**config.mk**
```make
export PLATFORM = sky130hd
export DESIGN_NAME = wbrd2axilm_flat
export DESIGN_NICKNAME = d
export VERILOG_FILES = /design/src/rtl/wbrd2axilm_pkg.sv /design/src/rtl/wbrd2axilm_if.sv /design/src/rtl/wbrd2axilm.sv /design/src/flat_wrapper.sv
export SDC_FILE = /design/constraint.sdc
export NUM_CORES = 1
export LEC_CHECK = 0
export ABC_CLOCK_PERIOD_IN_PS = 5000
export CORE_ASPECT_RATIO = 1.5
export CORE_MARGIN = 10
export CORE_UTILIZATION = 38
export DETAILED_ROUTE_END_ITERATION = 12
export PLACE_DENSITY = 0.8
export RECOVER_POWER = 50
export SKIP_LAST_GASP = 1
export SLEW_MARGIN = 20
export SYNTH_ARGS = -nofsm -noshare
export SYNTH_HDL_FRONTEND = slang
export SYNTH_SLANG_ARGS = --single-unit
```
**constraint.sdc**
```tcl
create_clock -name i_clk -period 5 [get_ports i_clk]
set_input_delay 1 -clock i_clk [delete_from_list [all_inputs] [get_ports i_clk]]
set_output_delay 1 -clock i_clk [all_outputs]
set_load 0.01 [all_outputs]
```
**src/rtl/wbrd2axilm_pkg.sv**
```systemverilog
`default_nettype none
// ============================================================================
// wbrd2axilm_pkg : AXI response codes, AR protection default and bridge states
// Revision       : 1.0
// ============================================================================
package wbrd2axilm_pkg;

    localparam logic [1:0] AXI_RESP_OKAY   = 2'b00;
    localparam logic [1:0] AXI_RESP_EXOKAY = 2'b01;
    localparam logic [1:0] AXI_RESP_SLVERR = 2'b10;
    localparam logic [1:0] AXI_RESP_DECERR = 2'b11;

    localparam logic [2:0] AXI_PROT_DEFAULT = 3'b000;

    typedef enum logic [1:0] {
        S_IDLE  = 2'd0,
        S_READ  = 2'd1,
        S_FLUSH = 2'd2,
        S_WERR  = 2'd3
    } state_t;

    // SLVERR and DECERR both surface to the WB master as a bus error
    function automatic logic resp_is_err(input logic [1:0] resp);
        logic is_err;
        case (resp)
            AXI_RESP_OKAY:   is_err = 1'b0;
            AXI_RESP_EXOKAY: is_err = 1'b0;
            AXI_RESP_SLVERR: is_err = 1'b1;
            AXI_RESP_DECERR: is_err = 1'b1;
            default:         is_err = 1'b1;
        endcase
        return is_err;
    endfunction

endpackage
`default_nettype wire

```
**src/rtl/wbrd2axilm_if.sv**
```systemverilog
`default_nettype none
// ============================================================================
// wbrd2axilm_if : WB slave read port plus AXI-lite AR/R master channels
// Revision      : 1.0
// ============================================================================
interface wbrd2axilm_if #(
    parameter int DW         = 32,
    parameter int ADDR_WIDTH = 28,
    parameter int AW         = ADDR_WIDTH - $clog2(DW/8)
);
    logic                  i_wb_cyc;
    logic                  i_wb_stb;
    logic                  i_wb_we;
    logic [AW-1:0]         i_wb_addr;
    logic [DW/8-1:0]       i_wb_sel;
    logic                  o_wb_stall;
    logic                  o_wb_ack;
    logic [DW-1:0]         o_wb_data;
    logic                  o_wb_err;

    logic                  o_axi_arvalid;
    logic                  i_axi_arready;
    logic [ADDR_WIDTH-1:0] o_axi_araddr;
    logic [2:0]            o_axi_arprot;
    logic                  i_axi_rvalid;
    logic                  o_axi_rready;
    logic [DW-1:0]         i_axi_rdata;
    logic [1:0]            i_axi_rresp;

    // Bridge side
    modport slave (
        input  i_wb_cyc, i_wb_stb, i_wb_we, i_wb_addr, i_wb_sel,
        output o_wb_stall, o_wb_ack, o_wb_data, o_wb_err,
        output o_axi_arvalid, o_axi_araddr, o_axi_arprot, o_axi_rready,
        input  i_axi_arready, i_axi_rvalid, i_axi_rdata, i_axi_rresp
    );

    // Environment side: WB master and AXI-lite slave
    modport master (
        output i_wb_cyc, i_wb_stb, i_wb_we, i_wb_addr, i_wb_sel,
        input  o_wb_stall, o_wb_ack, o_wb_data, o_wb_err,
        input  o_axi_arvalid, o_axi_araddr, o_axi_arprot, o_axi_rready,
        output i_axi_arready, i_axi_rvalid, i_axi_rdata, i_axi_rresp
    );

endinterface
`default_nettype wire

```
**src/rtl/wbrd2axilm.sv**
```systemverilog
`default_nettype none
// ============================================================================
// wbrd2axilm : pipelined WB read slave to AXI-lite AR/R master, writes errored
// Revision   : 1.0
// ============================================================================
module wbrd2axilm #(
    parameter int C_AXI_DATA_WIDTH = 32,
    parameter int C_AXI_ADDR_WIDTH = 28,
    parameter int LGFIFO           = 3
) (
    input  wire logic    i_clk,
    input  wire logic    w_reset,
    wbrd2axilm_if.slave  bus
);
    import wbrd2axilm_pkg::*;

    localparam int DW      = C_AXI_DATA_WIDTH;
    localparam int AXILLSB = $clog2(DW/8);
    localparam int AW      = C_AXI_ADDR_WIDTH - AXILLSB;

    localparam logic [LGFIFO:0] OUTSTANDING_MAX = {1'b1, {LGFIFO{1'b0}}};
    localparam logic [LGFIFO:0] OUTSTANDING_ONE = {{LGFIFO{1'b0}}, 1'b1};

    state_t                      state_q, state_d;
    logic [LGFIFO:0]             outstanding_q, outstanding_d;
    logic                        arvalid_q, arvalid_d;
    logic [C_AXI_ADDR_WIDTH-1:0] araddr_q, araddr_d;
    logic                        ack_q, ack_d;
    logic                        err_q, err_d;
    logic [DW-1:0]               data_q, data_d;

    logic w_stall;
    logic w_accept;
    logic w_rd_accept;
    logic w_wr_accept;
    logic w_r_beat;
    logic w_r_deliver;
    logic w_r_is_err;
    logic w_unused_ok;

    assign w_unused_ok = &{1'b0, bus.i_wb_sel};

    // A write is only taken once nothing is in flight, so its error can never
    // collide with a read response on the same cycle.
    always_comb begin
        w_stall = (arvalid_q && !bus.i_axi_arready)
               || (outstanding_q == OUTSTANDING_MAX)
               || (state_q == S_FLUSH)
               || (state_q == S_WERR)
               || (bus.i_wb_we && ((outstanding_q != '0) || arvalid_q));
    end

    always_comb begin
        w_accept    = bus.i_wb_cyc && bus.i_wb_stb && !w_stall;
        w_rd_accept = w_accept && !bus.i_wb_we;
        w_wr_accept = w_accept && bus.i_wb_we;
        w_r_beat    = bus.i_axi_rvalid && (outstanding_q != '0);
        w_r_deliver = w_r_beat && (state_q == S_READ) && bus.i_wb_cyc;
        w_r_is_err  = resp_is_err(bus.i_axi_rresp);
    end

    always_comb begin
        outstanding_d = outstanding_q;
        case ({w_rd_accept, w_r_beat})
            2'b10:   outstanding_d = outstanding_q + OUTSTANDING_ONE;
            2'b01:   outstanding_d = outstanding_q - OUTSTANDING_ONE;
            default: outstanding_d = outstanding_q;
        endcase
    end

    // AR stays put while waiting for arready; stall prevents a new accept
    // from overwriting a request that has not been taken yet.
    always_comb begin
        arvalid_d = arvalid_q;
        araddr_d  = araddr_q;
        if (w_rd_accept) begin
            arvalid_d = 1'b1;
            araddr_d  = {bus.i_wb_addr[AW-1:0], {AXILLSB{1'b0}}};
        end else if (arvalid_q && bus.i_axi_arready) begin
            arvalid_d = 1'b0;
        end
    end

    always_comb begin
        ack_d  = w_r_deliver && !w_r_is_err;
        err_d  = (w_r_deliver && w_r_is_err) || w_wr_accept;
        data_d = data_q;
        if (w_r_deliver) begin
            data_d = bus.i_axi_rdata;
        end
    end

    always_comb begin
        state_d = state_q;
        unique case (state_q)
            S_IDLE: begin
                if (w_wr_accept) begin
                    state_d = S_WERR;
                end else if (w_rd_accept) begin
                    state_d = S_READ;
                end
            end
            S_READ: begin
                if (!bus.i_wb_cyc) begin
                    state_d = (outstanding_d == '0) ? S_IDLE : S_FLUSH;
                end else if (outstanding_d == '0) begin
                    state_d = S_IDLE;
                end
            end
            S_FLUSH: begin
                if (outstanding_d == '0) begin
                    state_d = S_IDLE;
                end
            end
            S_WERR: begin
                state_d = S_IDLE;
            end
            default: begin
                state_d = S_IDLE;
            end
        endcase
    end

    always_ff @(posedge i_clk) begin
        if (w_reset) begin
            state_q       <= S_IDLE;
            outstanding_q <= '0;
            arvalid_q     <= 1'b0;
            araddr_q      <= '0;
            ack_q         <= 1'b0;
            err_q         <= 1'b0;
            data_q        <= '0;
        end else begin
            state_q       <= state_d;
            outstanding_q <= outstanding_d;
            arvalid_q     <= arvalid_d;
            araddr_q      <= araddr_d;
            ack_q         <= ack_d;
            err_q         <= err_d;
            data_q        <= data_d;
        end
    end

    assign bus.o_wb_stall    = w_stall;
    assign bus.o_wb_ack      = ack_q;
    assign bus.o_wb_err      = err_q;
    assign bus.o_wb_data     = data_q;
    assign bus.o_axi_arvalid = arvalid_q;
    assign bus.o_axi_araddr  = araddr_q;
    assign bus.o_axi_arprot  = AXI_PROT_DEFAULT;
    assign bus.o_axi_rready  = 1'b1;

endmodule
`default_nettype wire

```
**src/flat_wrapper.sv**
```systemverilog
// flat-port wrapper written by rule: the top's interface ports become plain ports
module wbrd2axilm_flat import wbrd2axilm_pkg::*;
#(
    parameter int C_AXI_DATA_WIDTH = 32,
    parameter int C_AXI_ADDR_WIDTH = 28,
    parameter int LGFIFO           = 3
)
  (i_clk, w_reset, bus_i_wb_cyc, bus_i_wb_stb, bus_i_wb_we, bus_i_wb_addr, bus_i_wb_sel, bus_o_wb_stall, bus_o_wb_ack, bus_o_wb_data, bus_o_wb_err, bus_o_axi_arvalid, bus_o_axi_araddr, bus_o_axi_arprot, bus_o_axi_rready, bus_i_axi_arready, bus_i_axi_rvalid, bus_i_axi_rdata, bus_i_axi_rresp);
  wbrd2axilm_if #(.DW((32)), .ADDR_WIDTH((28))) bus_i ();
  input  wire logic i_clk;
  input  wire logic w_reset;
  input wire logic [$bits(bus_i.i_wb_cyc)-1:0] bus_i_wb_cyc;
  input wire logic [$bits(bus_i.i_wb_stb)-1:0] bus_i_wb_stb;
  input wire logic [$bits(bus_i.i_wb_we)-1:0] bus_i_wb_we;
  input wire logic [$bits(bus_i.i_wb_addr)-1:0] bus_i_wb_addr;
  input wire logic [$bits(bus_i.i_wb_sel)-1:0] bus_i_wb_sel;
  output wire logic [$bits(bus_i.o_wb_stall)-1:0] bus_o_wb_stall;
  output wire logic [$bits(bus_i.o_wb_ack)-1:0] bus_o_wb_ack;
  output wire logic [$bits(bus_i.o_wb_data)-1:0] bus_o_wb_data;
  output wire logic [$bits(bus_i.o_wb_err)-1:0] bus_o_wb_err;
  output wire logic [$bits(bus_i.o_axi_arvalid)-1:0] bus_o_axi_arvalid;
  output wire logic [$bits(bus_i.o_axi_araddr)-1:0] bus_o_axi_araddr;
  output wire logic [$bits(bus_i.o_axi_arprot)-1:0] bus_o_axi_arprot;
  output wire logic [$bits(bus_i.o_axi_rready)-1:0] bus_o_axi_rready;
  input wire logic [$bits(bus_i.i_axi_arready)-1:0] bus_i_axi_arready;
  input wire logic [$bits(bus_i.i_axi_rvalid)-1:0] bus_i_axi_rvalid;
  input wire logic [$bits(bus_i.i_axi_rdata)-1:0] bus_i_axi_rdata;
  input wire logic [$bits(bus_i.i_axi_rresp)-1:0] bus_i_axi_rresp;
  assign bus_i.i_wb_cyc = bus_i_wb_cyc;
  assign bus_i.i_wb_stb = bus_i_wb_stb;
  assign bus_i.i_wb_we = bus_i_wb_we;
  assign bus_i.i_wb_addr = bus_i_wb_addr;
  assign bus_i.i_wb_sel = bus_i_wb_sel;
  assign bus_o_wb_stall = bus_i.o_wb_stall;
  assign bus_o_wb_ack = bus_i.o_wb_ack;
  assign bus_o_wb_data = bus_i.o_wb_data;
  assign bus_o_wb_err = bus_i.o_wb_err;
  assign bus_o_axi_arvalid = bus_i.o_axi_arvalid;
  assign bus_o_axi_araddr = bus_i.o_axi_araddr;
  assign bus_o_axi_arprot = bus_i.o_axi_arprot;
  assign bus_o_axi_rready = bus_i.o_axi_rready;
  assign bus_i.i_axi_arready = bus_i_axi_arready;
  assign bus_i.i_axi_rvalid = bus_i_axi_rvalid;
  assign bus_i.i_axi_rdata = bus_i_axi_rdata;
  assign bus_i.i_axi_rresp = bus_i_axi_rresp;
  wbrd2axilm #(.C_AXI_DATA_WIDTH(C_AXI_DATA_WIDTH), .C_AXI_ADDR_WIDTH(C_AXI_ADDR_WIDTH), .LGFIFO(LGFIFO)) u_core (.i_clk(i_clk), .w_reset(w_reset), .bus(bus_i));
endmodule
```
==> results.py <==
metrics = {
    "outcome": {
        "status": "complete, no violations",
    },
    "route": {
        "drtIter0Drc": 77,
        "first_pass_iters": 4,
        "wl_mm": 8.10,
        "viasPerCell": 4.64,
        "vias": 2576,
        "ant_nets": 0,
        "routedWlPerCell_um": 14.6,
        "drc": 0,
    },
    "synth": {
        "async_reset_ff_share_pct": 0,
        "synth_edf_count": 0,
        "post_synth_num_cell_types": 42,
        "ys_ff_latch": 67,
        "synthFlopType": "dfxtp_1",
        "synth_warnings": 0,
        "syn-instance-count": 337,
        "netlist_area_mm2": 0.00278,
        "syn_area_per_cell_um2": 8.23,
        "ys_seq_area_share_pct": 48.3,
    },
    "clock_tree": {
        "clock_latency_ps": 330,
        "clk_path_buf_depth": 2,
        "h-tree-depth": 3,
        "clockRootBuffer": "clkbuf_8",
        "clk_pin_slew_worst_paths_ps": 70,
        "hold_buffers": 0,
        "post_cts_resized": 0,
        "cts_buffers": 9,
        "cts_setup_buffers": 0,
        "cts_tree": "built",
        "cts.sinks": 67,
    },
    "placement": {
        "dp_hpwl_mm": 6.01,
        "place_ws_ps": 684,
        "place.gp.congestion": 0.830,
        "dp_cells": 541,
        "port_buffers": 127,
    },
    "global_routing": {
        "grt.overflow.total": 0,
        "grt_antenna_before_repair": 0,
        "grt_pass1_wl_mm": 13.4,
        "grt_use_total_pct": 14.4,
        "grt_pass1_vias": 2610,
        "grt_max_degree": 46,
    },
    "critical_path": {
        "critPathLaunchType": "input pin",
        "crit_required_ps": 5220,
        "arrival_ps": 4520,
        "critical_path.max_fanout": 29,
        "rr_worst_depth": 11,
        "worst-setup-path-type": "in2reg",
        "end_kind": "flop",
    },
    "sta": {
        "finClkSkew_ps": 6.99,
        "relSlewSlack_pct": 5.92,
        "post-route-period-util_pct": 86.1,
        "max_freq_ghz": 0.232,
        "rsz0062_at_grt": "false",
        "worstMarginPinSlew_ps": 1410,
        "setup_tns_ps": 0,
        "layout_setup_ws_ps": 697,
        "setup_viol": 0,
        "hold_viol_final": 0,
        "finalMaxSlewViolations": 0,
        "fin_crit_ps": 4300,
    },
    "cells_and_area": {
        "finalNonFillerCells": 555,
        "fin_util_pct": 58.2,
        "final_layout_size_suffix_gt1_share_pct": 9.23,
        "fin_nets": 526,
        "n_antenna_cell": 0,
        "syn_to_final_growth_pct": 50.7,
    },
    "die": {
        "dieArea_mm2": 0.0112,
        "fp.dieH_um": 125,
        "ios": 139,
        "rows": 38,
        "core_area_mm2": 0.00718,
        "initial_core_util_pct": 38.7,
        "die_w_um": 89.8,
    },
    "worst_hold_path": {
        "worstHoldPathType": "reg2reg",
        "min_path_cells": 2,
    },
    "pwr": {
        "power_mw": 1.31,
        "irDropWorstVdd_v": 0.000239,
        "power_density_mw_per_mm2": 314,
        "power_leakage_nw": 1.64,
    },
    "run": {
        "drv_cap": 0,
    },
}
==> final cells by class <==
cell class	instances	area [um^2]
fill	647	3000
sequential	67	1340
timing repair buffer	129	1280
multi-input combinational	244	1250
clock buffer	11	141
tap	100	125
clock inverter	3	40.0
inverter	1	3.75
==> metrics by stage <==
| stage | hold slack [ps] | instance area [um^2] |
|---|---|---|
| 2_1_floorplan | 481 | 2790 |
| 3_3_place_gp | 440 | 4020 |
| 3_5_place_dp | 445 | 4020 |
| 4_1_cts | 454 | 4200 |
| 5_1_grt | 469 | 4180 |
| 6_report | 449 | 4180 |
==> where the power goes <==
| group | leakage (nW) | total (mW) | internal [mW] | switching [mW] |
|---|---|---|---|---|
| combinational | 1.00 | 0.294 | 0.154 | 0.140 |
| sequential | 0.542 | 0.591 | 0.560 | 0.0306 |
| clock | 0.0950 | 0.429 | 0.237 | 0.192 |
==> cells by family (layout without fill, tap and decap cells) <==
| family | Yosys count | in the layout | share of synthesized area (%) |
|---|---|---|---|
| fa+ha+maj | 3 | 3 | 1.35 |
| flops | 67 | 67 | 48.3 |
| compound gates | 71 | 71 | 15.1 |
| xor+xnor | 4 | 4 | 1.26 |
| mux | 4 | 4 | 1.49 |
| simple gates | 156 | 156 | 25.3 |
| buf+inv | 30 | 144 | 6.85 |
| other cells | 2 | 6 | 0.271 |
==> final timing paths <==
kind	slack [ps]	startpoint	to
worst min register to register	450	u_core.bus.o_axi_araddr[17]	u_core.bus.o_axi_araddr[17]
worst min-delay path	450	u_core.bus.o_axi_araddr[17]	u_core.bus.o_axi_araddr[17]
worst max register to register	1370	u_core.outstanding_q[0]	u_core.state_q[1]
worst max-delay path	700	bus_i_wb_cyc	u_core.state_q[1]
==> state kept, by name (all words and copies together) (netlist names) <==
signal	count
u_core.bus.o_axi_arvalid	1
u_core.bus.o_wb_ack	1
u_core.outstanding_q	4
u_core.state_q	2
u_core.bus.o_wb_data	32
u_core.bus.o_axi_araddr	26
u_core.bus.o_wb_err	1
==> layer usage <==
| layer | routed length, um | track usage (%) | up-vias | share of wire [%] |
|---|---|---|---|---|
| met3 | 770 | 6.33 | 16 | 9.5 |
| met1 | 3200 | 15.7 | 1148 | 39 |
| li1 | - | - | 1321 | - |
| met5 | 0 | 0 | - | 0 |
| met2 | 3970 | 23.9 | 91 | 49 |
| met4 | 161 | 5.73 | 0 | 2.0 |
==> cell usage in the layout (no fill, tap or decap), types with 3 or more instances in the layout <==
cell             count
nand2_1            110
dfxtp_1             67
clkdlybuf4s50_1     65
dlygate4sd3_1       61
a21oi_1             52
nand2_2             10
a21oi_2             10
clkbuf_8            10
nor2_1               8
conb_1               6
nand2b_1             5
nand3_1              4
nor3_1               3
mux2i_1              3
ha_1                 3
==> synthesized netlist by cell type (3+ instances only) <==
cell type    n  area [um^2]
ha_1         3         37.5
buf_2        5         25.0
nand2b_1     5         31.3
clkbuf_1    10         37.5
nand3_1      4         20.0
nor2_1       8         30.0
buf_6        5         56.3
a21oi_2     10         87.6
dfxtp_1     67         1340
nand2_1    110          413
a21oi_1     52          260
nand2_2     10         62.6
mux2i_1      3         30.0
buf_4        9         67.6
==> worst max-delay path, cell delays in order <==
cell             delay, ps
clkdlybuf4s50_1        480
nor2b_1                350
nand3_1                130
nor3_1                 220
inv_1                  460
ha_1                   480
xor2_1                 170
ha_1                   190
a21oi_1                120
mux2_2                 370
mux2i_1                290
o22a_1                 200
o21ai_0                 60
(Power assumes the default switching activity.)
